## src/rtl/par2ser_arb.sv

```systemverilog
// ---------------------------------------------------------------------------
// par2ser_arb
//
// Two-source arbiter in front of a par2ser serializer. Two producers offer
// DDWIDTH-bit words. One producer is granted at a time, round-robin with an
// optional burst hold. The granted word is captured into a single-entry
// buffer. The buffer is then presented to the serializer's pull-style input
// together with the index of the source that supplied it.
//
// Handshake (upstream and downstream alike): a word moves in the cycle
// where req and ack are both high at a rising clk edge. The requester holds
// req high with stable data until it sees ack. The acknowledger drives ack
// high for exactly one cycle per transfer. If req has dropped at that edge,
// the offer is withdrawn and nothing moves.
//
// Parameters
//   DDWIDTH  word width, bit 0 = MSB
//   BURST    max consecutive deliveries from one source while both request
//
// Ports
//   clk, rst              rising-edge clock, async active-high reset
//   up0_req/ack/data      producer 0 (req/data in, ack out)
//   up1_req/ack/data      producer 1 (req/data in, ack out)
//   dn_req                serializer pulls a word (its req_in)
//   dn_ack                buffered word valid on dn_data (its ack_in)
//   dn_data, dn_src       buffered word and its source index
//   busy                  buffer holds a word not yet delivered
//   dbg_state             FSM state (0 EMPTY, 1 GRANT, 2 FULL, 3 DELIVER)
//   dbg_last, dbg_run     arbitration history (last source, burst length)
// ---------------------------------------------------------------------------
module par2ser_arb #(
  parameter int DDWIDTH = 32,
  parameter int BURST   = 1
) (
  input  logic               clk,
  input  logic               rst,
  input  logic               up0_req,
  output logic               up0_ack,
  input  logic [0:DDWIDTH-1] up0_data,
  input  logic               up1_req,
  output logic               up1_ack,
  input  logic [0:DDWIDTH-1] up1_data,
  input  logic               dn_req,
  output logic               dn_ack,
  output logic [0:DDWIDTH-1] dn_data,
  output logic               dn_src,
  output logic               busy,
  output logic [1:0]         dbg_state,
  output logic               dbg_last,
  output logic [3:0]         dbg_run
);

  localparam logic [3:0] BURST_L = 4'(BURST);

  typedef enum logic [1:0] {
    S_EMPTY   = 2'd0,
    S_GRANT   = 2'd1,
    S_FULL    = 2'd2,
    S_DELIVER = 2'd3
  } state_t;

  state_t             state, state_n;
  logic               sel, sel_n;
  logic               last, last_n;
  logic [3:0]         run, run_n;
  logic               up0_ack_n, up1_ack_n, dn_ack_n;
  logic [0:DDWIDTH-1] dn_data_n;
  logic               dn_src_n;
  logic               busy_n;

  // Arbitration decision, only consumed in EMPTY.
  logic grant_any;
  logic grant_src;
  logic hold_last;

  // run == 0 only right after reset: no burst is in progress, so the source
  // that is not `last` (source 0) wins the very first contention.
  assign hold_last = (run != 4'd0) && (run < BURST_L);

  always_comb begin
    grant_any = up0_req | up1_req;
    grant_src = 1'b0;
    if (up0_req && up1_req) begin
      grant_src = hold_last ? last : ~last;
    end else if (up1_req) begin
      grant_src = 1'b1;
    end
  end

  // Next-state and registered-output logic.
  always_comb begin
    state_n   = state;
    sel_n     = sel;
    last_n    = last;
    run_n     = run;
    up0_ack_n = 1'b0;
    up1_ack_n = 1'b0;
    dn_ack_n  = 1'b0;
    dn_data_n = dn_data;
    dn_src_n  = dn_src;
    busy_n    = busy;

    case (state)
      S_EMPTY: begin
        if (grant_any) begin
          sel_n     = grant_src;
          up0_ack_n = ~grant_src;
          up1_ack_n = grant_src;
          state_n   = S_GRANT;
        end
      end

      S_GRANT: begin
        // ack is high this cycle. Capture only if the producer still offers
        // the word. Otherwise treat it as an abort and leave the arbitration
        // history untouched.
        if (sel ? up1_req : up0_req) begin
          dn_data_n = sel ? up1_data : up0_data;
          dn_src_n  = sel;
          busy_n    = 1'b1;
          state_n   = S_FULL;
        end else begin
          state_n   = S_EMPTY;
        end
      end

      S_FULL: begin
        if (dn_req) begin
          dn_ack_n = 1'b1;
          state_n  = S_DELIVER;
        end
      end

      S_DELIVER: begin
        if (dn_req) begin
          busy_n  = 1'b0;
          last_n  = dn_src;
          // run saturates so a long single-source stream cannot wrap it back
          // into a range that would grant extra burst slots later.
          if (dn_src == last) begin
            run_n = (run == 4'hF) ? run : run + 4'd1;
          end else begin
            run_n = 4'd1;
          end
          state_n = S_EMPTY;
        end else begin
          // Serializer withdrew its pull; keep the word and wait again.
          state_n = S_FULL;
        end
      end

      default: begin
        state_n = S_EMPTY;
      end
    endcase
  end

  always_ff @(posedge clk or posedge rst) begin
    if (rst) begin
      state   <= S_EMPTY;
      sel     <= 1'b0;
      last    <= 1'b1;
      run     <= 4'd0;
      up0_ack <= 1'b0;
      up1_ack <= 1'b0;
      dn_ack  <= 1'b0;
      dn_data <= '0;
      dn_src  <= 1'b0;
      busy    <= 1'b0;
    end else begin
      state   <= state_n;
      sel     <= sel_n;
      last    <= last_n;
      run     <= run_n;
      up0_ack <= up0_ack_n;
      up1_ack <= up1_ack_n;
      dn_ack  <= dn_ack_n;
      dn_data <= dn_data_n;
      dn_src  <= dn_src_n;
      busy    <= busy_n;
    end
  end

  assign dbg_state = state;
  assign dbg_last  = last;
  assign dbg_run   = run;

endmodule

```

## config.mk

```make
export PLATFORM = sky130hd
export DESIGN_NAME = par2ser_arb
export DESIGN_NICKNAME = d
export VERILOG_FILES = /design/src/rtl/par2ser_arb.sv
export SDC_FILE = /design/constraint.sdc
export NUM_CORES = 1
export LEC_CHECK = 0
export ABC_AREA = 1
export CAP_MARGIN = 20
export CORE_ASPECT_RATIO = 0.6
export CORE_MARGIN = 1
export CORE_UTILIZATION = 38
export DETAILED_ROUTE_END_ITERATION = 6
export PLACE_DENSITY = 0.78
export SETUP_SLACK_MARGIN = 0.15
export SYNTH_ARGS = -nofsm -noshare
export SYNTH_HDL_FRONTEND = slang
export SYNTH_SLANG_ARGS = --single-unit
```

## constraint.sdc

```tcl
create_clock -name clk -period 3.45 [get_ports clk]
set_input_delay 1.035 -clock clk [delete_from_list [all_inputs] [get_ports clk]]
set_output_delay 1.035 -clock clk [all_outputs]
set_load 0.005 [all_outputs]
```

==> impl_metrics.sql, run 1 <==
INSERT INTO impl_metrics (metric_group, metric, value, unit) VALUES
('clock_tree', 'h_tree_depth', '2', ''),
('power', 'peakVddDrop', '0.000379', 'V'),
('logic_synthesis', 'yosys_warnings', '0', ''),
('min_path', 'worstHoldEndpoint', 'busy$_DFFE_PP0P_', ''),
('setup_path', 'path_max_fanout', '46', ''),
('route', 'detail_route.wirelength.met1', '2.45', 'mm'),
('logic_synthesis', 'synth_area', '0.00215', 'sq mm'),
('logic_synthesis', 'ys_types', '17', ''),
('die', 'core_area', '0.00526', 'sq mm'),
('setup_path', 'cp.required', '3610', 'ps'),
('sta', 'timing.final.crit_share', '72.1', '%'),
('sta', 'drv_slew', '0', ''),
('sta', 'fmaxAchievable', '402', 'MHz'),
('setup_path', 'ff2ff_path_depth', '3', ''),
('route', 'drtIter0Drc', '56', ''),
('die', 'fp.dieH', '60.3', 'um'),
('logic_synthesis', 'synth.yosys.seq_area_share', '52.4', '%'),
('route', 'drt_drc_violations_left', '0', ''),
('route', 'drt-wirelength-per-cell', '12.6', 'um'),
('power', 'power_per_cell_area', '761', 'mW/mm^2'),
('route', 'vias_post_dr', '1991', ''),
('sta', 'tightest_pin_transition', '955', 'ps'),
('layout', 'leading_cell_type_in_the_layout_fill_and_taps_excluded', 'sky130_fd_sc_hd__clkdlybuf4s50_1', ''),
('setup_path', 'cp.arrival', '2650', 'ps'),
('layout', 'post_route_cells_drive_above_1_share', '14.2', '%'),
('grt', 'grt_max_degree', '47', ''),
('place', 'portBuffers', '112', ''),
('route', 'vias_per_cell', '4.68', ''),
('die', 'total_die_area', '0.00598', 'sq mm'),
('sta', 'setup_clock_skew_after_layout', '10.4', 'ps'),
('layout', 'area_delta_synth_final', '58.9', '%'),
('sta', 'grt_setup_unrepaired', 'false', ''),
('setup_path', 'regToRegEndpoint', 'dn_data[24]$_DFFE_PP0N_', ''),
('job', 'max-cap-violations', '0', ''),
('grt', 'grt_use_total', '18.6', '%'),
('route', 'route.final.wire_length', '5.34', 'mm'),
('setup_path', 'timing.setup.critical_path_class', 'input port to register', ''),
('grt', 'grt_pass1_vias', '1823', ''),
('sta', 'hold_violations', '0', ''),
('route', 'detailroute.wirelength.met3', '632', 'um'),
('clock_tree', 'postCtsSetupBuffers', '0', ''),
('setup_path', 'worst_setup_path_end_kind', 'register', ''),
('sta', 'worst_slew_margin_rel', '36.3', '%'),
('clock_tree', 'postCtsHoldBufs', '0', ''),
('route', 'top_signal_layer_used', 'met4', ''),
('clock_tree', 'cts_max_path_buffers', '2', ''),
('clock_tree', 'post_cts_resized', '0', ''),
('min_path', 'worstHoldPathType', 'register to register', ''),
('route', 'route.antenna.remaining_nets', '0', ''),
('layout', 'mostFrequentLayoutCells', 'sky130_fd_sc_hd__clkdlybuf4s50_1, sky130_fd_sc_hd__nand2_1, sky130_fd_sc_hd__o21ai_0, sky130_fd_sc_hd__dfrtp_1, sky130_fd_sc_hd__or2_2', ''),
('logic_synthesis', 'synthesis.area_per_instance', '8.58', 'sq um'),
('layout', 'antennaDiodeCount', '0', ''),
('die', 'num_rows', '20', ''),
('run_status', 'result_of_the_run', 'finished, final reports clean', ''),
('route', 'detailroute.wirelength.met2', '2.24', 'mm'),
('layout', 'final_core_utilization', '65.1', '%'),
('sta', 'finalSetupViolations', '0', ''),
('place', 'dp.final_hpwl', '3.99', 'mm'),
('logic_synthesis', 'post_synthesis_net_count', '322', ''),
('clock_tree', 'clock_tree.root_cell', 'sky130_fd_sc_hd__clkbuf_8', ''),
('clock_tree', 'clk_pin_slew_worst_paths', '90', 'ps'),
('grt', 'grt_antenna_before_repair', '0', ''),
('sta', 'min_clock_period_post_route', '2490', 'ps'),
('min_path', 'number_of_instances_on_the_worst_hold_path', '2', ''),
('grt', 'gr-total-overflow', '0', ''),
('clock_tree', 'clock-sinks', '45', ''),
('sta', 'worst_hold_check_slack', '490', 'ps'),
('clock_tree', 'cts_tree', 'built', ''),
('setup_path', 'r2r-start', 'sel$_DFFE_PP0P_', ''),
('die', 'fp.dieW', '99.2', 'um'),
('sta', 'fin_tns_setup', '0', 'ps');
## cells in the mapped netlist, drive strengths merged
library cell / number / area share, %
o21ai: 74 / 18
nand2: 56 / 9.8
dfrtp: 44 / 51
or2: 34 / 9.9
inv: 14 / 2.4
nor2: 8 / 1.4
clkbuf: 7 / 1.2
buf: 6 / 2.3
nand3: 3 / 0.93
ha: 2 / 1.2
a21oi: 1 / 0.23
dfstp: 1 / 1.2
nand4: 1 / 0.29
## power by group
part / switching (mW) / internal [mW]
logic: 0.513 / 0.703
registers: 0.203 / 0.769
clock network: 0.179 / 0.236
## kinds of logic (layout without fill, tap and decap cells)
| family | count (synthesis) | in the layout | share of synthesized area [%] |
|---|---|---|---|
| and+or+nand+nor | 102 | 102 | 22.3 |
| AOI/OAI and AO/OA | 75 | 75 | 18.3 |
| DFF | 45 | 45 | 52.4 |
| buffers and inverters | 27 | 135 | 5.93 |
| adders and majority gates | 2 | 2 | 1.16 |
## layer usage
layer,vias to the layer above,track usage (%)
li1,1027,-
met1,876,22.7
met2,86,30.8
met3,2,9.01
met4,0,3.78
met5,-,0
## sequential cells by signal, summed over array words and instances, names as in the netlist
name	flops
busy	1
dbg_last	1
dbg_run	4
dbg_state	2
dn_ack	1
dn_data	32
dn_src	1
sel	1
up0_ack	1
up1_ack	1
## through the flow
| step | setup WS [ps] | cells | area [sq um] |
|---|---|---|---|
| floorplan | 1360 | 251 | 2150 |
| global placement | 730 | 417 | 3300 |
| detailed placement | 704 | 417 | 3300 |
| CTS | 952 | 425 | 3420 |
| global route | 794 | 425 | 3420 |
| finish | 964 | 425 | 3420 |
## how the worst max path moves through the flow
stage / endpoint / cells after the start / from / slack, ps
after floorplan: busy$_DFFE_PP0P_ / 1 / rst / 1360
after global placement: dn_data[18]$_DFFE_PP0N_ / 7 / up0_req / 730
after detailed placement: dn_data[22]$_DFFE_PP0N_ / 7 / up0_req / 700
after CTS: dn_data[22]$_DFFE_PP0N_ / 7 / up0_req / 950
after global routing: dn_data[17]$_DFFE_PP0N_ / 7 / up1_req / 790
final: dn_data[16]$_DFFE_PP0N_ / 7 / up0_req / 960
## critical path: stages
cell and delay, ps:
sky130_fd_sc_hd__clkdlybuf4s50_1 490, sky130_fd_sc_hd__inv_1 60, sky130_fd_sc_hd__o21ai_1 150, sky130_fd_sc_hd__nand3_2 400, sky130_fd_sc_hd__buf_12 340, sky130_fd_sc_hd__nand2_1 70, sky130_fd_sc_hd__o21ai_0 80
## final cells by class
cell class                      count  area [sq um]
Clock buffer                        6          82.6
Clock inverter                      2          37.5
Fill cell                         472          1830
Inverter                           14          52.6
Multi-Input combinational cell    179           898
Sequential cell                    45          1130
Tap cell                           66          82.6
Timing Repair Buffer              113          1140
Power figures use the tool's default switching activity.
==> inputs of run 2 (changes only) <==
==> constraint.sdc (replaced) <==
create_clock -name clk -period 2.46 [get_ports clk]
set_input_delay 0.738 -clock clk [delete_from_list [all_inputs] [get_ports clk]]
set_output_delay 0.738 -clock clk [all_outputs]
set_load 0.005 [all_outputs]
==> impl_metrics.sql, run 2 (same netlist as run 1, synthesis figures left out) <==
INSERT INTO impl_metrics (metric_group, metric, value, unit) VALUES
('setup_path', 'regToRegEndpoint', 'dn_data[24]$_DFFE_PP0N_', ''),
('die', 'top_level_ports', '113', ''),
('clock_tree', 'clock-sinks', '45', ''),
('route', 'vias_per_cell', '4.67', ''),
('power', 'total_power', '3.50', 'mW'),
('place', 'preCtsSetupSlack', '340', 'ps'),
('sta', 'fin_tns_setup', '0', 'ps'),
('route', 'vias_post_dr', '2004', ''),
('route', 'drt_drc_violations_left', '0', ''),
('clock_tree', 'postCtsHoldBufs', '0', ''),
('setup_path', 'worst_setup_path_end_kind', 'output port', ''),
('sta', 'min_clock_period_post_route', '2060', 'ps'),
('grt', 'grt_antenna_before_repair', '0', ''),
('clock_tree', 'clk_pin_slew_worst_paths', '80', 'ps'),
('sta', 'setup_clock_skew_after_layout', '3.83', 'ps'),
('sta', 'drv_slew', '0', ''),
('power', 'p_leak', '1.49', 'nW'),
('place', 'portBuffers', '112', ''),
('clock_tree', 'tritoncts.num_buffers', '5', ''),
('layout', 'area_delta_synth_final', '58.5', '%'),
('sta', 'finalSetupViolations', '0', ''),
('power', 'power_per_cell_area', '1030', 'mW/mm^2'),
('setup_path', 'timing.setup.critical_path_class', 'register to output port', ''),
('setup_path', 'critPathBufInv', '1', ''),
('setup_path', 'timing.critical_path.from', 'dbg_last$_DFFE_PP1P_', ''),
('die', 'num_rows', '20', ''),
('job', 'max-cap-violations', '0', ''),
('grt', 'gr-total-overflow', '0', ''),
('min_path', 'worstHoldPathType', 'register to register', ''),
('sta', 'tightest_pin_transition', '815', 'ps'),
('setup_path', 'cp-start-kind', 'register', ''),
('die', 'total_die_area', '0.00598', 'sq mm'),
('setup_path', 'cp_slowest_stage_delay', '550', 'ps'),
('setup_path', 'worst_setup_path_endpoint', 'dbg_last', ''),
('sta', 'worst_slew_margin_rel', '45.6', '%'),
('grt', 'grt_first_pass_wirelength', '8.62', 'mm'),
('clock_tree', 'cts_max_path_buffers', '2', ''),
('die', 'core_area', '0.00526', 'sq mm'),
('run_status', 'result_of_the_run', 'finished, final reports clean', ''),
('layout', 'top_register', 'dn_data', ''),
('route', 'drt-wirelength-per-cell', '12.6', 'um'),
('setup_path', 'worst_case_register_to_register_setup_slack', '780', 'ps'),
('die', 'initial_cell_density_of_the_core', '41.0', '%'),
('place', 'globalplace.congestion', '0.748', ''),
('sta', 'grt_setup_unrepaired', 'false', ''),
('setup_path', 'timing.critical_path.max_delay_family', 'flip-flops', ''),
('clock_tree', 'worst_skew_pair.late_latency', '280', 'ps'),
('die', 'fp.dieW', '99.2', 'um'),
('layout', 'antennaDiodeCount', '0', ''),
('sta', 'fmaxAchievable', '484', 'MHz'),
('setup_path', 'crit_path_top_delay_cell', 'sky130_fd_sc_hd__dfstp_2', ''),
('layout', 'leading_cell_type_in_the_layout_fill_and_taps_excluded', 'sky130_fd_sc_hd__clkdlybuf4s50_1', ''),
('grt', 'grt_use_total', '19.0', '%'),
('place', 'dp.final_hpwl', '4.14', 'mm'),
('sta', 'finalWorstSetupSlack', '395', 'ps'),
('grt', 'grt_max_degree', '47', ''),
('setup_path', 'path_max_fanout', '3', ''),
('clock_tree', 'cts_tree', 'built', ''),
('layout', 'finish.net_count', '433', ''),
('clock_tree', 'post_cts_resized', '0', ''),
('power', 'peakVddDrop', '0.000467', 'V'),
('die', 'fp.dieH', '60.3', 'um'),
('route', 'route.antenna.remaining_nets', '0', ''),
('setup_path', 'cp.required', '1720', 'ps'),
('clock_tree', 'clock_tree.root_cell', 'sky130_fd_sc_hd__clkbuf_8', ''),
('layout', 'mostFrequentLayoutCells', 'sky130_fd_sc_hd__clkdlybuf4s50_1, sky130_fd_sc_hd__nand2_1, sky130_fd_sc_hd__o21ai_0, sky130_fd_sc_hd__dfrtp_1, sky130_fd_sc_hd__or2_2', ''),
('setup_path', 'cp.arrival', '1330', 'ps'),
('sta', 'timing.final.crit_share', '83.9', '%'),
('layout', 'final_core_utilization', '64.9', '%'),
('setup_path', 'ff2ff_path_depth', '3', ''),
('sta', 'hold_violations', '0', ''),
('layout', 'final.fill_count', '456', ''),
('clock_tree', 'h_tree_depth', '2', ''),
('setup_path', 'r2r-start', 'sel$_DFFE_PP0P_', ''),
('route', 'drtIter0Drc', '52', ''),
('layout', 'post_route_cells_drive_above_1_share', '14.3', '%'),
('layout', 'largest_register_ffs', '32', ''),
('route', 'route.final.wire_length', '5.39', 'mm'),
('route', 'drt_first_pass_iters', '4', ''),
('clock_tree', 'postCtsSetupBuffers', '0', ''),
('setup_path', 'path_depth', '1', ''),
('grt', 'grt_pass1_vias', '1892', ''),
('sta', 'worst_hold_check_slack', '485', 'ps'),
('setup_path', 'crit_path_cell_trace', 'clkdlybuf4s50_1', '');
[run 2: cell types whose count changed in the layout (fill, tap and decap cells not counted), sizes merged]
cell | before | now
bufinv | 1 | 0
clkinvlp | 1 | 0
clkbuf | 6 | 8
buf | 1 | 5
[run 2: cell type report]
class                      count  area [sq um]  share of cell area, %
tap                           66          82.6                   2.42
multi-input combinational    179           898                   26.3
clock buffer                   8          80.1                   2.35
timing repair buffer         117          1170                   34.3
inverter                      14          52.6                   1.54
sequential                    45          1130                   33.0
[run 2: metal layers]
| metal | GRT usage (%) | vias up | routed length (um) |
|---|---|---|---|
| met1 | 24.3 | 882 | 2510 |
| met3 | 7.72 | 4 | 572 |
| li1 | - | 1031 | - |
| met2 | 30.7 | 87 | 2260 |
| met5 | 0 | - | 0 |
| met4 | 5.25 | 0 | 44 |
[run 2: worst min-delay path by stage]
stage                              endpoint               startpoint  cells after the start  slack, ps
global route        dn_data[10]$_DFFE_PP0N_  dn_data[10]$_DFFE_PP0N_                      2        510
floorplan                  busy$_DFFE_PP0P_         busy$_DFFE_PP0P_                      2        470
CTS                 dn_data[10]$_DFFE_PP0N_  dn_data[10]$_DFFE_PP0N_                      2        490
detailed placement  dn_data[10]$_DFFE_PP0N_  dn_data[10]$_DFFE_PP0N_                      2        470
global placement    dn_data[17]$_DFFE_PP0N_  dn_data[17]$_DFFE_PP0N_                      2        470
finish              dn_data[10]$_DFFE_PP0N_  dn_data[10]$_DFFE_PP0N_                      2        490
[run 2: worst reg2reg max path, cell delays in order (launching register included)]
cell	delay, ps
sky130_fd_sc_hd__dfrtp_1	500
sky130_fd_sc_hd__inv_1	650
sky130_fd_sc_hd__o21ai_0	260
sky130_fd_sc_hd__o21ai_0	200
[run 2: power breakdown]
part	total (mW)	switching, mW	internal, mW
Combinational	1.77	0.776	0.992
Clock	0.422	0.220	0.202
Sequential	1.31	0.231	1.08
[run 2: per-stage QoR]
stage	instances	instance area (sq um)
final	429	3410
after detailed placement	421	3330
after global placement	421	3330
after floorplan	251	2150
after CTS	429	3410
after global routing	429	3410
